==> config.mk <==
export PLATFORM = sky130hd
export DESIGN_NAME = mem_access
export DESIGN_NICKNAME = d
export VERILOG_FILES = /design/src/rtl/mem_access.sv
export SDC_FILE = /design/constraint.sdc
export NUM_CORES = 1
export LEC_CHECK = 0
export ABC_CLOCK_PERIOD_IN_PS = 6750
export BUFFER_PORTS_ARGS = -buffer_cell sky130_fd_sc_hd__buf_2
export CORE_ASPECT_RATIO = 2
export CORE_MARGIN = 10
export CORE_UTILIZATION = 35
export DETAILED_ROUTE_END_ITERATION = 16
export GPL_ROUTABILITY_DRIVEN = 0
export PLACE_DENSITY = 0.7
export SYNTH_ARGS = -nofsm -noshare
export SYNTH_HDL_FRONTEND = slang
export SYNTH_SLANG_ARGS = --single-unit
==> constraint.sdc <==
create_clock -name clk -period 6.75 [get_ports clk]
set_clock_uncertainty 0.15 [all_clocks]
set_input_delay 0 -clock clk [delete_from_list [all_inputs] [get_ports clk]]
set_output_delay 0 -clock clk [all_outputs]
set_load 0.02 [all_outputs]
==> src/rtl/mem_access.sv <==
// Memory-access stage: runs execute-stage loads/stores as single word-bus req/ack
// transactions with lane steering, load extension, misalignment rejection and timeout.
module mem_access #(
  parameter int unsigned TIMEOUT_CYCLES = 255
) (
  input  logic        clk,
  input  logic        rst_n,
  input  logic [2:0]  mem_load_mode,
  input  logic [31:0] mem_load_addr,
  input  logic [4:0]  mem_load_regs_addr,
  input  logic [1:0]  mem_store_mode,
  input  logic [31:0] mem_store_addr,
  input  logic [31:0] mem_store_data,
  output logic        bus_req,
  output logic        bus_we,
  output logic [31:0] bus_addr,
  output logic [31:0] bus_wdata,
  output logic [3:0]  bus_wstrb,
  input  logic        bus_ack,
  input  logic [31:0] bus_rdata,
  output logic        regs_write_en,
  output logic [4:0]  regs_write_addr,
  output logic [31:0] regs_write_data,
  output logic        pause_signal,
  output logic        misalign_error,
  output logic        bus_timeout
);

  localparam int unsigned CNT_W = 8;
  localparam int unsigned XLEN  = 32;
  localparam int unsigned RAW   = 5;

  typedef enum logic [1:0] {
    IDLE       = 2'd0,
    LOAD_WAIT  = 2'd1,
    STORE_WAIT = 2'd2
  } state_e;

  state_e            state_q, state_d;
  logic [CNT_W-1:0]  cnt_q, cnt_d;
  logic [2:0]        ld_mode_q, ld_mode_d;
  logic [1:0]        ld_off_q, ld_off_d;
  logic [RAW-1:0]    rd_q, rd_d;
  logic              bus_req_q, bus_req_d;
  logic              bus_we_q, bus_we_d;
  logic [XLEN-1:0]   bus_addr_q, bus_addr_d;
  logic [XLEN-1:0]   bus_wdata_q, bus_wdata_d;
  logic [3:0]        bus_wstrb_q, bus_wstrb_d;
  logic              wr_en_q, wr_en_d;
  logic [RAW-1:0]    wr_addr_q, wr_addr_d;
  logic [XLEN-1:0]   wr_data_q, wr_data_d;
  logic              mis_q, mis_d;
  logic              tmo_q, tmo_d;

  logic              load_valid, load_aligned, store_valid, store_aligned;
  logic              req_present, req_aligned, in_wait, timeout_hit;
  logic [7:0]        rd_byte;
  logic [15:0]       rd_half;
  logic [XLEN-1:0]   load_data;

  // Request decode; a valid load takes priority over a simultaneous store
  always_comb begin
    load_valid    = 1'b0;
    load_aligned  = 1'b1;
    store_aligned = 1'b1;
    case (mem_load_mode)
      3'b000, 3'b100: load_valid = 1'b1;
      3'b001, 3'b101: begin
        load_valid   = 1'b1;
        load_aligned = ~mem_load_addr[0];
      end
      3'b010: begin
        load_valid   = 1'b1;
        load_aligned = (mem_load_addr[1:0] == 2'b00);
      end
      default: load_valid = 1'b0;
    endcase
    store_valid = (mem_store_mode != 2'b00);
    case (mem_store_mode)
      2'b10:   store_aligned = ~mem_store_addr[0];
      2'b11:   store_aligned = (mem_store_addr[1:0] == 2'b00);
      default: store_aligned = 1'b1;
    endcase
    req_present = load_valid | store_valid;
    req_aligned = load_valid ? load_aligned : store_aligned;
  end

  assign in_wait     = (state_q != IDLE);
  assign timeout_hit = in_wait & ~bus_ack & (TIMEOUT_CYCLES != 0) &
                       ((32'(cnt_q) + 32'd1) == TIMEOUT_CYCLES);

  // Lane extraction and extension of the returned word
  always_comb begin
    rd_byte = 8'(bus_rdata >> {ld_off_q, 3'b000});
    rd_half = ld_off_q[1] ? bus_rdata[31:16] : bus_rdata[15:0];
    case (ld_mode_q)
      3'b000:  load_data = {{24{rd_byte[7]}}, rd_byte};
      3'b001:  load_data = {{16{rd_half[15]}}, rd_half};
      3'b100:  load_data = {24'd0, rd_byte};
      3'b101:  load_data = {16'd0, rd_half};
      default: load_data = bus_rdata;
    endcase
  end

  always_comb begin
    state_d      = state_q;
    cnt_d        = cnt_q;
    ld_mode_d    = ld_mode_q;
    ld_off_d     = ld_off_q;
    rd_d         = rd_q;
    bus_req_d    = bus_req_q;
    bus_we_d     = bus_we_q;
    bus_addr_d   = bus_addr_q;
    bus_wdata_d  = bus_wdata_q;
    bus_wstrb_d  = bus_wstrb_q;
    wr_en_d      = 1'b0;
    wr_addr_d    = wr_addr_q;
    wr_data_d    = wr_data_q;
    mis_d        = 1'b0;
    tmo_d        = 1'b0;
    pause_signal = 1'b0;
    case (state_q)
      IDLE: begin
        if (req_present && !req_aligned) begin
          mis_d = 1'b1;
        end else if (req_present) begin
          pause_signal = 1'b1;
          cnt_d        = '0;
          bus_req_d    = 1'b1;
          if (load_valid) begin
            state_d     = LOAD_WAIT;
            bus_we_d    = 1'b0;
            bus_addr_d  = {mem_load_addr[31:2], 2'b00};
            bus_wdata_d = '0;
            bus_wstrb_d = 4'b0000;
            ld_mode_d   = mem_load_mode;
            ld_off_d    = mem_load_addr[1:0];
            rd_d        = mem_load_regs_addr;
          end else begin
            state_d    = STORE_WAIT;
            bus_we_d   = 1'b1;
            bus_addr_d = {mem_store_addr[31:2], 2'b00};
            case (mem_store_mode)
              2'b01: begin
                bus_wdata_d = {4{mem_store_data[7:0]}};
                bus_wstrb_d = 4'b0001 << mem_store_addr[1:0];
              end
              2'b10: begin
                bus_wdata_d = {2{mem_store_data[15:0]}};
                bus_wstrb_d = mem_store_addr[1] ? 4'b1100 : 4'b0011;
              end
              default: begin
                bus_wdata_d = mem_store_data;
                bus_wstrb_d = 4'b1111;
              end
            endcase
          end
        end
      end
      LOAD_WAIT, STORE_WAIT: begin
        if (bus_ack || timeout_hit) begin
          state_d     = IDLE;
          bus_req_d   = 1'b0;
          bus_we_d    = 1'b0;
          bus_wdata_d = '0;
          bus_wstrb_d = 4'b0000;
          tmo_d       = ~bus_ack;
          if (bus_ack && state_q == LOAD_WAIT) begin
            wr_en_d   = (rd_q != '0);
            wr_addr_d = rd_q;
            wr_data_d = load_data;
          end
        end else begin
          pause_signal = 1'b1;
          cnt_d        = cnt_q + 8'd1;
        end
      end
      default: state_d = IDLE;
    endcase
    pause_signal = pause_signal & rst_n;
  end

  always_ff @(posedge clk) begin
    if (!rst_n) begin
      state_q     <= IDLE;
      cnt_q       <= '0;
      ld_mode_q   <= '0;
      ld_off_q    <= '0;
      rd_q        <= '0;
      bus_req_q   <= 1'b0;
      bus_we_q    <= 1'b0;
      bus_addr_q  <= '0;
      bus_wdata_q <= '0;
      bus_wstrb_q <= '0;
      wr_en_q     <= 1'b0;
      wr_addr_q   <= '0;
      wr_data_q   <= '0;
      mis_q       <= 1'b0;
      tmo_q       <= 1'b0;
    end else begin
      state_q     <= state_d;
      cnt_q       <= cnt_d;
      ld_mode_q   <= ld_mode_d;
      ld_off_q    <= ld_off_d;
      rd_q        <= rd_d;
      bus_req_q   <= bus_req_d;
      bus_we_q    <= bus_we_d;
      bus_addr_q  <= bus_addr_d;
      bus_wdata_q <= bus_wdata_d;
      bus_wstrb_q <= bus_wstrb_d;
      wr_en_q     <= wr_en_d;
      wr_addr_q   <= wr_addr_d;
      wr_data_q   <= wr_data_d;
      mis_q       <= mis_d;
      tmo_q       <= tmo_d;
    end
  end

  assign bus_req         = bus_req_q;
  assign bus_we          = bus_we_q;
  assign bus_addr        = bus_addr_q;
  assign bus_wdata       = bus_wdata_q;
  assign bus_wstrb       = bus_wstrb_q;
  assign regs_write_en   = wr_en_q;
  assign regs_write_addr = wr_addr_q;
  assign regs_write_data = wr_data_q;
  assign misalign_error  = mis_q;
  assign bus_timeout     = tmo_q;

endmodule

-- Word-level counts from Yosys, hierarchy flattened
Cells that the tools add are included.
- word-level logic and storage cells: 111
- input port bits: 141
- bits in registers: 130
- output and inout bits: 111
- shift operators: 2
- add/sub/neg operators: 2
- reduce and logical (&&, ||, !) cells: 25
- bitwise operators: 8
- mux-type cells: 42
- eq/ne operators: 17
- operators by type and width (operator ; number):
    $mux W32 ; 5
    $pmux W32 S2 ; 2
    $pmux W32 S4 ; 1
    $shr A32 B5 Y8 ; 1
    $mux W8 ; 3
    $mux W4 ; 5
    $mux W16 ; 1
    $pmux W4 S2 ; 2
    $pmux W8 S2 ; 1
    $reduce_and A4 Y1 ; 4
    $eq A3 B3 Y1 const B ; 4
    $mux W1 ; 12
    $reduce_and A3 Y1 ; 4
    $pmux W1 S2 ; 5
    $add A8 B1 Y9 const B ; 1
    $eq A9 B8 Y1 const B ; 1
    $add A8 B1 Y8 const B ; 1
    $mux W2 ; 4
    $ne A2 B2 Y1 const B ; 4
    $eq A2 B2 Y1 const B ; 3
    $eq A3 B1 Y1 const B ; 2
    $logic_not A2 Y1 ; 3
    $logic_not A3 Y1 ; 2
    $reduce_bool A2 Y1 ; 3
    other kinds (14) ; 22

-- Depth between registers and ports, before layout
Gate-level depths: netlist (run 1).
- depth after elaboration: 9
- mapped depth: 10
- gate-level depth less buffers: 8

-- Worst setup path after synthesis (run 1)
Ideal clock, no wire load.
- path type: reg-to-reg
- from: reg cnt_q[1]
- to: reg bus_wstrb_q[3], in the netlist bus_wstrb[3]
- buffers on the path: 2
- period minus slack after synthesis: 2460 ps
- arrival: 2193 ps
- stages on the path, launching flop included: 10
- required time: 6483 ps
- setup time: 117 ps
- setup slack: 4290 ps
- path through: dfxtp_1 -> ha_1 -> xnor2_1 -> or4_4 -> a211oi_4 -> or2_2 -> a21oi_2 -> buf_6 -> buf_6 -> a22o_1
- longest elaborated chain between the ends: 6
- RTL lines (what ; line ; text):
    start, declared ; 40 ; logic [CNT_W-1:0] cnt_q, cnt_d;
    start signal, assigned ; 202 ; cnt_q <= cnt_d;
    $add A8 B1 Y9 ; 90 ; ((32'(cnt_q) + 32'd1) == TIMEOUT_CYCLES);
    $eq A9 B8 Y1 ; 90 ;
    $and A1 B1 Y1 ; 89 ; assign timeout_hit = in_wait & ~bus_ack & (TIMEOUT_CYCLES != 0) &
    $logic_or A1 B1 Y1 ; 161 ; if (bus_ack || timeout_hit) begin
    $ne A2 B2 Y1 (no source line) ; -- ;
    $reduce_and A4 Y1 (no source line) ; -- ;
    end signal, assigned ; 210 ; bus_wstrb_q <= bus_wstrb_d;
    end, declared ; 48 ; logic [3:0] bus_wstrb_q, bus_wstrb_d;
Every way passes these cells.
A chain may end at the register's enable or synchronous reset.

-- Final worst setup path (run 1)
- from: in mem_load_addr[0]
- to: reg bus_addr_q[23], in the netlist bus_addr[23]
- longest elaborated chain between the ends: 7
- elaborated cells on any way between the ends: 8
- those cells by class: 2 x mux; 2 x bitwise; 4 x reduce/logical
- RTL lines (what ; line ; text):
    start, declared ; 9 ; input logic [31:0] mem_load_addr,
    $logic_not A2 Y1 / $not A1 Y1 (equally long branches) ; 74, 70 ;
    $pmux W1 S2 * ; 66 ; case (mem_load_mode)
    $mux W1 * ; 85 ; req_aligned = load_valid ? load_aligned : store_aligned;
    $logic_not A1 Y1 * ; 124 ; if (req_present && !req_aligned) begin
    $logic_and A1 B1 Y1 * ; 124 ;
    $not A1 Y1 (no source line) * ; -- ;
    $reduce_and A3 Y1 (no source line) * ; -- ;
    end signal, assigned ; 208 ; bus_addr_q <= bus_addr_d;
    end, declared ; 46 ; logic [XLEN-1:0] bus_addr_q, bus_addr_d;
Every way passes the cells marked *; elsewhere a longest branch is shown, timed or not.

==> results of run 1 <==
-- power groups by stage --
| stage | Combinational [mW] | Sequential [mW] | Clock (mW) |
|---|---|---|---|
| after floorplan | 0.270 | 0.970 | 0 |
| after global routing | 0.713 | 0.893 | 0.967 |
| after global placement | 0.530 | 0.895 | 0 |
| after detailed placement | 0.535 | 0.896 | 0 |
| after CTS | 0.644 | 0.881 | 0.935 |
| final | 0.658 | 0.884 | 0.916 |
-- sequential cells by signal (all words and copies together), names as in the netlist, 3 cells and up --
register / count
bus_wdata: 32
regs_write_data: 32
bus_addr: 30
cnt_q: 8
rd_q: 5
regs_write_addr: 5
bus_wstrb: 4
ld_mode_q: 3
-- layer usage --
metal / global-route usage (%) / wire length (um) / vias to the layer above / part of all wire [%]
li1: - / - / 3276 / -
met1: 19.77 / 8355 / 3204 / 34
met2: 37.65 / 13070 / 356 / 54
met3: 5.556 / 1686 / 85 / 6.9
met4: 12.34 / 1295 / 0 / 5.3
met5: 0 / 0 / - / 0
-- cell families after synthesis --
group / Yosys count / synth area share (%)
AO/OA/AOI/OAI: 218 / 26.13
adder cells (fa/ha/maj): 9 / 1.901
flip-flops: 128 / 43.26
buffers and inverters: 82 / 5.746
AND/OR/NAND/NOR: 242 / 18.08
other: 1 / 0.06331
XOR/XNOR: 1 / 0.1479
multiplexers: 24 / 4.668
-- cells in the final DEF (no fill, tap or decap), drive strengths merged, types with 3 or more instances in the layout --
cell / count
buf: 258
dlygate4sd3: 157
dfxtp: 128
nand2: 101
nor2: 83
a21oi: 50
a311oi: 31
o21ai: 28
a22o: 20
inv: 19
clkbuf: 19
a31oi: 18
a22oi: 16
o2bb2ai: 16
mux2i: 13
nor2b: 11
nand3b: 10
mux2: 9
o211ai: 9
ha: 9
o221ai: 8
nor3: 7
nand3: 6
clkinv: 6
nand2b: 5
clkinvlp: 5
diode: 4
and2: 4
a211oi: 4
o32ai: 3
a21o: 3
or2: 3
-- path summary, 6_finish.rpt --
kind / start / to / slack [ns] / depth (start not counted)
worst min register to register: regs_write_data[5] / regs_write_data[5] / 0.30 / 2
worst max-delay path: mem_load_addr[0] / bus_addr[23] / 3.60 / 9
worst min-delay path: mem_store_mode[0] / misalign_error / 0.17 / 5
worst max register to register: ld_off_q[1] / regs_write_data[19] / 3.60 / 6
-- Yosys cell counts (2+ instances only) --
cell	number	area share, %
sky130_fd_sc_hd__a211oi_1	3	0.38
sky130_fd_sc_hd__nand2_1	101	6.4
sky130_fd_sc_hd__nor3_1	7	0.59
sky130_fd_sc_hd__a21boi_0	2	0.25
sky130_fd_sc_hd__buf_4	3	0.38
sky130_fd_sc_hd__a21o_1	3	0.38
sky130_fd_sc_hd__nor4bb_1	2	0.34
sky130_fd_sc_hd__a22oi_1	16	2.0
sky130_fd_sc_hd__o21a_1	2	0.25
sky130_fd_sc_hd__o211ai_1	9	1.1
sky130_fd_sc_hd__buf_1	11	0.70
sky130_fd_sc_hd__nor2_1	83	5.3
sky130_fd_sc_hd__a22o_1	20	3.0
sky130_fd_sc_hd__or2_2	3	0.32
sky130_fd_sc_hd__o32ai_1	3	0.44
sky130_fd_sc_hd__nand3b_1	10	1.3
sky130_fd_sc_hd__nor4_1	2	0.21
sky130_fd_sc_hd__a311oi_1	31	4.6
sky130_fd_sc_hd__mux2_2	9	1.7
sky130_fd_sc_hd__mux4_2	2	0.76
sky130_fd_sc_hd__o2bb2ai_1	16	2.4
sky130_fd_sc_hd__o21ai_0	28	2.4
sky130_fd_sc_hd__a32o_1	2	0.34
sky130_fd_sc_hd__nand3_1	6	0.51
sky130_fd_sc_hd__or3_1	2	0.21
sky130_fd_sc_hd__a21oi_1	49	4.1
sky130_fd_sc_hd__ha_1	9	1.9
sky130_fd_sc_hd__clkbuf_1	42	2.7
sky130_fd_sc_hd__buf_6	2	0.38
sky130_fd_sc_hd__dfxtp_1	128	43
sky130_fd_sc_hd__o221ai_1	8	1.2
sky130_fd_sc_hd__mux2i_1	13	2.2
sky130_fd_sc_hd__nor2b_1	11	1.2
sky130_fd_sc_hd__a31oi_1	18	1.9
sky130_fd_sc_hd__buf_2	5	0.42
sky130_fd_sc_hd__nand2b_1	5	0.53
sky130_fd_sc_hd__and3_1	2	0.21
sky130_fd_sc_hd__and2_1	4	0.42
sky130_fd_sc_hd__inv_1	19	1.2
-- critical path, delay by kind of cell --
family / cells / cell delay, ns
AND/OR/NAND/NOR: 2 / 0.26
AO/OA/AOI/OAI: 3 / 1.24
buffers and inverters: 4 / 1.81
-- layout make-up --
cell class | instances | share of cell area, %
well taps | 207 | 2.750
multi-input cells | 496 | 32.21
diodes | 4 | 0.1063
inverters | 19 | 0.7574
clock buffers | 19 | 4.810
flip-flops and latches | 128 | 27.21
clock inverters | 13 | 1.475
repair buffers | 415 | 30.68
-- per-stage QoR --
stage | setup slack [ns] | utilization (%) | power [mW]
3_3_place_gp | 3.860 | 43.35 | 1.426
2_1_floorplan | 4.290 | - | 1.240
6_report | 3.596 | 56.45 | 2.458
4_1_cts | 3.661 | 56.32 | 2.460
5_1_grt | 3.303 | 56.45 | 2.573
3_5_place_dp | 3.814 | 43.35 | 1.432
==> impl_metrics.prom, run 1 <==
# TYPE chip_impl_metric gauge
chip_impl_info{name="result_of_the_run",value="finished clean"} 1
chip_impl_metric{name="seq_area",unit="sq um"} 2562
chip_impl_metric{name="io_buffers",unit=""} 249
chip_impl_metric{name="cts.sink_count",unit=""} 128
chip_impl_metric{name="netlist_instances",unit=""} 705
chip_impl_metric{name="cts-htree-levels",unit=""} 4
chip_impl_metric{name="comb_power_share",unit="%"} 26.8
chip_impl_metric{name="max_cap_violations",unit=""} 0
chip_impl_metric{name="cp_max_fo",unit=""} 65
chip_impl_metric{name="grt.overflow.total",unit=""} 0
chip_impl_metric{name="sw_frac_of_total",unit="%"} 31.88
chip_impl_metric{name="finalMaxSlewViolations",unit=""} 0
chip_impl_metric{name="dieHeight",unit="um"} 204.0
chip_impl_metric{name="final-setup-viol-count",unit=""} 0
chip_impl_metric{name="tightest_slew",unit="ns"} 0.9704
chip_impl_metric{name="cts.repair_timing.setup_buffer_count",unit=""} 0
chip_impl_metric{name="ir_drop",unit="mV"} 0.1497
chip_impl_metric{name="cts_repair_resize_count",unit=""} 0
chip_impl_metric{name="crit_required",unit="ns"} 6.96
chip_impl_metric{name="grtUsageTotal",unit="%"} 20.49
chip_impl_info{name="clockRootBuffer",value="sky130_fd_sc_hd__clkbuf_16"} 1
chip_impl_info{name="ys_dominant_reg_cell",value="sky130_fd_sc_hd__dfxtp_1"} 1
chip_impl_metric{name="clock_path_buffers",unit=""} 2
chip_impl_metric{name="clock_power_share",unit="%"} 37.3
chip_impl_metric{name="timing.fmax",unit="MHz"} 317.1
chip_impl_metric{name="synth_warnings",unit=""} 0
chip_impl_metric{name="seq_power_share",unit="%"} 36.0
chip_impl_info{name="grt_setup_unrepaired",value="false"} 1
chip_impl_metric{name="antenna_left",unit=""} 0
chip_impl_metric{name="std_cell_rows",unit=""} 67
chip_impl_metric{name="layout-drive-gt1-share",unit="%"} 28.53
chip_impl_metric{name="multiInputGateArea",unit="sq um"} 3033
chip_impl_metric{name="postLayoutCellArea",unit="sq um"} 9417
chip_impl_metric{name="initial_utilization",unit="%"} 35.51
chip_impl_info{name="worst_hold_path_type",value="in -> reg"} 1
chip_impl_metric{name="avgRoutedWirePerCell",unit="um"} 18.76
chip_impl_metric{name="hpwl",unit="mm"} 16.09
chip_impl_metric{name="fin_nets",unit=""} 1227
chip_impl_info{name="worst_setup_path_start_kind",value="input pin"} 1
chip_impl_metric{name="max-slew-margin-rel",unit="%"} 34.92
chip_impl_metric{name="detail_route.wirelength",unit="mm"} 24.40
chip_impl_metric{name="fillCellCount",unit=""} 1456
chip_impl_info{name="cp_cell_sequence",value="dlygate4sd3_1, buf_2, nor4bb_1, a311oi_1, o211a_2, buf_4, nor2_1, a311oi_1, dlygate4sd3_1"} 1
chip_impl_metric{name="synthesis.area",unit="sq um"} 5923
chip_impl_metric{name="cell_internal_pwr",unit="mW"} 1.675
chip_impl_metric{name="first_global_vias",unit=""} 7293
chip_impl_metric{name="cellLeakagePower",unit="nW"} 4.322
chip_impl_metric{name="placed_cells",unit=""} 1107
chip_impl_metric{name="grt_first_pass_wirelength",unit="mm"} 38.59
chip_impl_info{name="cts_tree",value="built"} 1
chip_impl_metric{name="synth.distinct_cells",unit=""} 53
chip_impl_metric{name="final.period_utilization",unit="%"} 46.73
chip_impl_metric{name="yosys_register_bits",unit=""} 128
chip_impl_metric{name="io_pins",unit=""} 252
chip_impl_metric{name="cts_inserted_buffers",unit=""} 17
chip_impl_metric{name="switchingPower",unit="mW"} 0.7836
chip_impl_metric{name="placement.cell_area",unit="sq um"} 7232
chip_impl_metric{name="final_hold_viol_count",unit=""} 0
chip_impl_metric{name="cellPowerDensity",unit="nW/um^2"} 261.0
chip_impl_metric{name="detailroute.via_count",unit=""} 6921
chip_impl_metric{name="grt_max_degree",unit=""} 66
chip_impl_metric{name="clock_insertion_delay_worst_skew",unit="ns"} 0.42
chip_impl_metric{name="accumulated_negative_setup_slack",unit="ns"} 0
chip_impl_metric{name="syn_avg_cell_area",unit="sq um"} 8.402
chip_impl_metric{name="viasPerCell",unit=""} 5.320
chip_impl_metric{name="hold-worst-slack",unit="ns"} 0.1723
chip_impl_metric{name="layout_min_cycle_time",unit="ns"} 3.154
chip_impl_metric{name="number_of_enable_type_register_cells_in_the_synthesized_netlist",unit=""} 0
chip_impl_metric{name="detail_route.first_pass.iterations",unit=""} 5
chip_impl_info{name="path_class",value="in -> reg"} 1
chip_impl_info{name="setup.worst_path.end_class",value="register"} 1
chip_impl_metric{name="areaGrowthSynthToFinish",unit="%"} 58.98
chip_impl_metric{name="arrival",unit="ns"} 3.36
chip_impl_metric{name="layoutNonFillerInstCount",unit=""} 1301
chip_impl_metric{name="holdBufCountCts",unit=""} 157
chip_impl_metric{name="yosysSeqAreaShare",unit="%"} 43.26
chip_impl_metric{name="remaining_drc_errors",unit=""} 0
chip_impl_metric{name="async_reset_ff_share",unit="%"} 0
chip_impl_metric{name="drt_iter0_drc",unit=""} 315
chip_impl_metric{name="critical-path-max-stage-delay",unit="ns"} 0.60
chip_impl_metric{name="chipWidth",unit="um"} 112.0
chip_impl_metric{name="core-area",unit="sq um"} 16680
chip_impl_metric{name="clkTransAtPathRegs",unit="ns"} 0.06
chip_impl_metric{name="fp.dieArea",unit="sq um"} 22840
chip_impl_metric{name="initial_antenna_violation_count",unit=""} 3
chip_impl_info{name="critical-path-slowest-cell",value="sky130_fd_sc_hd__a311oi_1"} 1
Power figures use the tool's default switching activity.
==> run 2: changes to the inputs <==
ABC_CLOCK_PERIOD_IN_PS = 3100   (was 6750)
clock period = 3.1 ns   (was 6.75 ns; I/O delays follow)
==> impl_metrics.prom, run 2 (synthesized netlist as in run 1, its figures left out) <==
# TYPE chip_impl_metric gauge
chip_impl_metric{name="grtUsageTotal",unit="%"} 20.60
chip_impl_info{name="grt_setup_unrepaired",value="false"} 1
chip_impl_metric{name="depth_of_the_worst_register_to_register_path",unit=""} 7
chip_impl_metric{name="cts_inserted_buffers",unit=""} 17
chip_impl_metric{name="std_cell_rows",unit=""} 67
chip_impl_info{name="critical-path-slowest-cell",value="sky130_fd_sc_hd__dlygate4sd3_1"} 1
chip_impl_metric{name="avgRoutedWirePerCell",unit="um"} 18.62
chip_impl_metric{name="grt.overflow.total",unit=""} 0
chip_impl_metric{name="io_pins",unit=""} 252
chip_impl_metric{name="areaGrowthSynthToFinish",unit="%"} 64.28
chip_impl_metric{name="max-slew-margin-rel",unit="%"} 54.80
chip_impl_info{name="worst_setup_path_start_kind",value="input pin"} 1
chip_impl_metric{name="chipWidth",unit="um"} 112.0
chip_impl_info{name="result_of_the_run",value="finished clean"} 1
chip_impl_metric{name="placed_cells",unit=""} 1117
chip_impl_metric{name="ir_drop",unit="mV"} 0.3172
chip_impl_info{name="worst_hold_path_type",value="in -> reg"} 1
chip_impl_metric{name="layoutNonFillerInstCount",unit=""} 1331
chip_impl_metric{name="arrival",unit="ns"} 3.17
chip_impl_metric{name="tightest_slew",unit="ns"} 0.6763
chip_impl_metric{name="finalMaxSlewViolations",unit=""} 0
chip_impl_metric{name="first_global_vias",unit=""} 7227
chip_impl_metric{name="clock_path_buffers",unit=""} 2
chip_impl_info{name="clockRootBuffer",value="sky130_fd_sc_hd__clkbuf_16"} 1
chip_impl_metric{name="crit_required",unit="ns"} 3.31
chip_impl_metric{name="fin_nets",unit=""} 1258
chip_impl_metric{name="detail_route.wirelength",unit="mm"} 24.78
chip_impl_metric{name="postLayoutCellArea",unit="sq um"} 9731
chip_impl_metric{name="crit_buf_inv",unit=""} 5
chip_impl_metric{name="antenna_left",unit=""} 0
chip_impl_metric{name="final.period_utilization",unit="%"} 95.51
chip_impl_metric{name="final_hold_viol_count",unit=""} 0
chip_impl_metric{name="placement.cell_area",unit="sq um"} 7307
chip_impl_info{name="layout.cells.most_common_list",value="sky130_fd_sc_hd__buf_2, sky130_fd_sc_hd__dlygate4sd3_1, sky130_fd_sc_hd__dfxtp_1"} 1
chip_impl_metric{name="fp.dieArea",unit="sq um"} 22840
chip_impl_metric{name="max_cap_violations",unit=""} 0
chip_impl_metric{name="core-area",unit="sq um"} 16680
chip_impl_metric{name="cts.sink_count",unit=""} 128
chip_impl_metric{name="dieHeight",unit="um"} 204.0
chip_impl_metric{name="cts-htree-levels",unit=""} 4
chip_impl_metric{name="clkTransAtPathRegs",unit="ns"} 0.06
chip_impl_metric{name="cp_max_fo",unit=""} 60
chip_impl_info{name="startpoint_of_the_lowest_slack_register_to_register_path",value="ld_off_q[1]"} 1
chip_impl_metric{name="viasPerCell",unit=""} 5.263
chip_impl_metric{name="reg2reg_setup_slack",unit="ns"} 0.28
chip_impl_info{name="layout_commonest_cell",value="sky130_fd_sc_hd__buf_2"} 1
chip_impl_info{name="critical-path-top-cell-by-count",value="sky130_fd_sc_hd__dlygate4sd3_1"} 1
chip_impl_info{name="reg2reg_to",value="regs_write_data[17]"} 1
chip_impl_metric{name="dpl_worst_slack",unit="ns"} 0.3676
chip_impl_metric{name="initial_utilization",unit="%"} 35.51
chip_impl_info{name="launching_element_of_the_worst_setup_path",value="mem_store_mode[0]"} 1
chip_impl_metric{name="critical-path-max-stage-delay",unit="ns"} 0.62
chip_impl_metric{name="initial_antenna_violation_count",unit=""} 3
chip_impl_metric{name="clock_insertion_delay_worst_skew",unit="ns"} 0.42
chip_impl_info{name="cts_tree",value="built"} 1
chip_impl_info{name="cp_cell_sequence",value="dlygate4sd3_1, buf_2, inv_1, ha_2, nor2b_1, nor3_1, o211a_2, clkbuf_8, nor2_1, a311oi_1, dlygate4sd3_1"} 1
chip_impl_metric{name="hpwl",unit="mm"} 16.32
chip_impl_metric{name="drt_iter0_drc",unit=""} 386
chip_impl_info{name="setup.worst_path.end_class",value="register"} 1
chip_impl_metric{name="io_buffers",unit=""} 249
chip_impl_metric{name="grt_first_pass_wirelength",unit="mm"} 38.38
chip_impl_metric{name="cellPowerDensity",unit="nW/um^2"} 565.6
chip_impl_metric{name="critical_path_cell_count",unit=""} 11
chip_impl_metric{name="layout-drive-gt1-share",unit="%"} 28.55
chip_impl_metric{name="timing.fmax",unit="MHz"} 337.8
chip_impl_info{name="crit_family",value="buffers and inverters"} 1
chip_impl_metric{name="layout_setup_ws",unit="ns"} 0.1393
chip_impl_metric{name="final-setup-viol-count",unit=""} 0
chip_impl_metric{name="totalPowerFinal",unit="mW"} 5.504
chip_impl_metric{name="detailroute.via_count",unit=""} 7005
chip_impl_info{name="critPathCapture",value="bus_addr[20]"} 1
chip_impl_metric{name="accumulated_negative_setup_slack",unit="ns"} 0
chip_impl_metric{name="fillCellCount",unit=""} 1386
chip_impl_metric{name="grt_max_degree",unit=""} 61
chip_impl_metric{name="remaining_drc_errors",unit=""} 0
chip_impl_info{name="path_class",value="in -> reg"} 1
chip_impl_metric{name="detail_route.first_pass.iterations",unit=""} 5
chip_impl_metric{name="cellLeakagePower",unit="nW"} 4.486
chip_impl_metric{name="layout_min_cycle_time",unit="ns"} 2.961
## run 2: where the power goes
part / switching [mW] / internal [mW]
clock: 0.783 / 1.31
sequential: 0.0935 / 1.82
combinational: 0.846 / 0.656
## run 2: worst min-delay path by stage
| stage | to | startpoint | slack (ns) | cells after the start |
|---|---|---|---|---|
| global placement | rd_q[2] | mem_load_regs_addr[2] | 0.09 | 3 |
| CTS | bus_addr[11] | mem_load_addr[11] | 0.22 | 4 |
| global route | bus_addr[11] | mem_load_addr[11] | 0.26 | 4 |
| floorplan | bus_wdata[5] | mem_store_data[5] | -0.02 | 1 |
| finish | bus_addr[18] | mem_load_addr[18] | 0.25 | 4 |
| detailed placement | rd_q[0] | mem_load_regs_addr[0] | 0.1 | 3 |
## run 2: area by class of cell
cell class	instances	area, sq um	share of cell area [%]
Timing Repair Buffer	446	3179	32.67
Multi-Input combinational cell	496	3035	31.19
Sequential cell	128	2562	26.33
Clock buffer	20	456.7	4.693
Tap cell	207	259.0	2.662
Clock inverter	12	158.9	1.633
Inverter	19	71.32	0.7329
Antenna cell	3	7.507	0.07715
## run 2: stage by stage
stage | utilization, % | hold WS [ns]
after floorplan | - | -0.02452
after global placement | 43.80 | 0.09469
after detailed placement | 43.80 | 0.09978
after CTS | 58.23 | 0.2194
after global routing | 58.33 | 0.2564
final | 58.33 | 0.2460
## run 2: timing repair
| item | in CTS | in global routing |
|---|---|---|
| endpoints found under the setup margin | 0 | 30 |
| resized for setup | 0 | 3 |
| endpoints found under the hold margin | 118 | 0 |
| hold buffers | 179 | 0 |
| buffers inserted | 0 | 0 |
## run 2: worst register-to-register path, cell delays in order (launching register included)
cell and delay [ns]:
sky130_fd_sc_hd__dfxtp_1 0.31, sky130_fd_sc_hd__buf_4 0.27, sky130_fd_sc_hd__mux4_2 0.54, sky130_fd_sc_hd__nand2_1 0.07
sky130_fd_sc_hd__nand2_1 0.39, sky130_fd_sc_hd__a21oi_1 0.35, sky130_fd_sc_hd__nor2_1 0.08, sky130_fd_sc_hd__dlygate4sd3_1 0.55
## run 2: routing by layer
layer  vias up  track usage [%]  part of all wire, %
met5         -                0                    0
li1       3337                -                    -
met1      3293            20.11                   35
met4         0            13.11                  5.3
met2       296            37.73                   54
met3        79            4.909                  5.7
==> run 3: changes to the inputs <==
HOLD_SLACK_MARGIN = 0.06   (was unset)
PLACE_DENSITY = unset   (was 0.7)
TNS_END_PERCENT = 5   (was unset)
==> impl_metrics.prom, run 3 (synthesized netlist as in run 1, its figures left out) <==
# TYPE chip_impl_metric gauge
chip_impl_metric{name="arrival",unit="ns"} 3.14
chip_impl_metric{name="clock_power_share",unit="%"} 40.4
chip_impl_info{name="cts_tree",value="built"} 1
chip_impl_info{name="reg2reg_to",value="regs_write_data[16]"} 1
chip_impl_metric{name="remaining_drc_errors",unit=""} 0
chip_impl_metric{name="layoutNonFillerInstCount",unit=""} 1317
chip_impl_metric{name="detail_route.first_pass.iterations",unit=""} 7
chip_impl_metric{name="sw_frac_of_total",unit="%"} 30.29
chip_impl_metric{name="crit_required",unit="ns"} 3.31
chip_impl_metric{name="clock_path_buffers",unit=""} 2
chip_impl_metric{name="cellLeakagePower",unit="nW"} 4.476
chip_impl_metric{name="hold-worst-slack",unit="ns"} 0.2280
chip_impl_metric{name="final-setup-viol-count",unit=""} 0
chip_impl_metric{name="drt_iter0_drc",unit=""} 307
chip_impl_metric{name="cellPowerDensity",unit="nW/um^2"} 586.9
chip_impl_info{name="critical-path-top-cell-by-count",value="sky130_fd_sc_hd__dlygate4sd3_1"} 1
chip_impl_metric{name="std_cell_rows",unit=""} 67
chip_impl_metric{name="grt.overflow.total",unit=""} 0
chip_impl_metric{name="layout-drive-gt1-share",unit="%"} 28.92
chip_impl_metric{name="io_pins",unit=""} 252
chip_impl_metric{name="placed_cells",unit=""} 1117
chip_impl_info{name="startpoint_of_the_lowest_slack_register_to_register_path",value="ld_off_q[1]"} 1
chip_impl_info{name="critPathCapture",value="bus_addr[17]"} 1
chip_impl_metric{name="depth_of_the_worst_register_to_register_path",unit=""} 6
chip_impl_metric{name="fin_nets",unit=""} 1247
chip_impl_metric{name="critical-path-max-stage-delay",unit="ns"} 0.63
chip_impl_info{name="clockRootBuffer",value="sky130_fd_sc_hd__clkbuf_16"} 1
chip_impl_info{name="result_of_the_run",value="finished clean"} 1
chip_impl_info{name="setup.worst_path.end_class",value="register"} 1
chip_impl_metric{name="cts.repair_timing.setup_buffer_count",unit=""} 0
chip_impl_metric{name="viasPerCell",unit=""} 5.177
chip_impl_metric{name="detail_route.wirelength",unit="mm"} 24.27
chip_impl_metric{name="cell_internal_pwr",unit="mW"} 3.956
chip_impl_metric{name="ir_drop",unit="mV"} 0.3289
chip_impl_metric{name="clkTransAtPathRegs",unit="ns"} 0.07
chip_impl_info{name="worst_setup_path_start_kind",value="input pin"} 1
chip_impl_metric{name="postLayoutCellArea",unit="sq um"} 9671
chip_impl_metric{name="reg2reg_setup_slack",unit="ns"} 0.35
chip_impl_metric{name="finalMaxSlewViolations",unit=""} 0
chip_impl_metric{name="multiInputGateArea",unit="sq um"} 3039
chip_impl_metric{name="first_global_vias",unit=""} 7105
chip_impl_metric{name="max_cap_violations",unit=""} 0
chip_impl_metric{name="antenna_left",unit=""} 0
chip_impl_info{name="layout.cells.most_common_list",value="sky130_fd_sc_hd__buf_2, sky130_fd_sc_hd__dlygate4sd3_1, sky130_fd_sc_hd__dfxtp_1"} 1
chip_impl_metric{name="placement.cell_area",unit="sq um"} 7307
chip_impl_metric{name="core-area",unit="sq um"} 16680
chip_impl_metric{name="accumulated_negative_setup_slack",unit="ns"} 0
chip_impl_info{name="path_class",value="in -> reg"} 1
chip_impl_metric{name="comb_power_share",unit="%"} 25.8
chip_impl_info{name="grt_setup_unrepaired",value="false"} 1
chip_impl_metric{name="grt_max_degree",unit=""} 44
chip_impl_metric{name="fp.dieArea",unit="sq um"} 22840
chip_impl_metric{name="layout_min_cycle_time",unit="ns"} 2.922
chip_impl_metric{name="hpwl",unit="mm"} 16.89
chip_impl_metric{name="avgRoutedWirePerCell",unit="um"} 18.43
chip_impl_metric{name="cts-htree-levels",unit=""} 4
chip_impl_metric{name="cts_inserted_buffers",unit=""} 17
chip_impl_info{name="layout_commonest_cell",value="sky130_fd_sc_hd__buf_2"} 1
chip_impl_metric{name="clock_insertion_delay_worst_skew",unit="ns"} 0.42
chip_impl_metric{name="cp_max_fo",unit=""} 40
chip_impl_metric{name="initial_antenna_violation_count",unit=""} 0
chip_impl_metric{name="chipWidth",unit="um"} 112.0
chip_impl_metric{name="cts.sink_count",unit=""} 128
chip_impl_metric{name="antenna_cells",unit=""} 0
chip_impl_metric{name="final.period_utilization",unit="%"} 94.26
chip_impl_metric{name="grt_first_pass_wirelength",unit="mm"} 37.96
chip_impl_metric{name="timing.fmax",unit="MHz"} 342.2
chip_impl_metric{name="io_buffers",unit=""} 249
chip_impl_metric{name="grtUsageTotal",unit="%"} 20.42
chip_impl_info{name="critical-path-slowest-cell",value="sky130_fd_sc_hd__dlygate4sd3_1"} 1
chip_impl_metric{name="initial_utilization",unit="%"} 35.51
chip_impl_metric{name="max-slew-margin-rel",unit="%"} 41.42
chip_impl_metric{name="dieHeight",unit="um"} 204.0
chip_impl_metric{name="fillCellCount",unit=""} 1485
chip_impl_metric{name="detailroute.via_count",unit=""} 6818
chip_impl_metric{name="tightest_slew",unit="ns"} 0.8788
chip_impl_info{name="cp_cell_sequence",value="dlygate4sd3_1, buf_2, nor4bb_1, a311oi_2, o211a_2, buf_6, nor2_1, a311oi_1, dlygate4sd3_1"} 1
chip_impl_metric{name="seq_area",unit="sq um"} 2564
chip_impl_info{name="worst_hold_path_type",value="in -> reg"} 1
chip_impl_metric{name="seq_power_share",unit="%"} 33.8
chip_impl_metric{name="switchingPower",unit="mW"} 1.719
chip_impl_info{name="launching_element_of_the_worst_setup_path",value="mem_load_mode[1]"} 1
chip_impl_metric{name="areaGrowthSynthToFinish",unit="%"} 63.27
chip_impl_metric{name="final_hold_viol_count",unit=""} 0
==> run 3: through the flow <==
step / total power, mW / worst slack (ns) / utilization (%)
floorplan: 2.700 / 0.6402 / -
global placement: 3.132 / 0.4611 / 43.80
detailed placement: 3.143 / 0.3867 / 43.80
CTS: 5.707 / 0.01900 / 57.90
global route: 5.942 / 0.07197 / 57.97
finish: 5.675 / 0.1779 / 57.97
==> run 3: critical path: cells and delay by family <==
kind / cells / cell delay [ns]
simple gates: 2 / 0.22
buf+inv: 4 / 1.66
compound gates: 3 / 1.25
==> run 3: routing by layer <==
metal / vias to the layer above / routed length [um] / global-route usage, %
met2: 254 / 13050 / 37.17
met4: 0 / 1210 / 12.70
met1: 3177 / 8765 / 20.22
met5: - / 0 / 0
met3: 71 / 1243 / 4.879
li1: 3316 / - / -
==> run 3: power by group through the flow <==
stage,sequential (mW),clock (mW),combinational (mW)
floorplan,2.11,0,0.588
global placement,1.95,0,1.19
detailed placement,1.95,0,1.20
CTS,1.91,2.34,1.45
global route,1.94,2.41,1.60
finish,1.92,2.29,1.47
==> run 3: layout make-up <==
cell class / instances / area share [%]
clock inverter: 11 / 2.070
timing repair buffer: 435 / 31.71
inverter: 19 / 0.7375
clock buffer: 21 / 4.865
multi-input combinational: 496 / 31.43
tap: 207 / 2.678
sequential: 128 / 26.51
==> run 3: how the worst min path moves through the flow <==
stage / from / depth (start not counted) / endpoint / slack [ns]
floorplan: mem_store_data[5] / 1 / bus_wdata[5] / -0.02
global placement: mem_load_regs_addr[2] / 3 / rd_q[2] / 0.09
detailed placement: mem_load_regs_addr[2] / 3 / rd_q[2] / 0.10
CTS: mem_load_addr[10] / 4 / bus_addr[10] / 0.21
global route: mem_load_addr[26] / 4 / bus_addr[26] / 0.25
finish: mem_load_regs_addr[3] / 4 / rd_q[3] / 0.23
==> run 3: repair_timing <==
action                                 in CTS  in global routing
resized for setup                           0                  3
endpoints found under the hold margin     119                  0
setup endpoints to repair                   0                 21
hold buffers                              168                  0
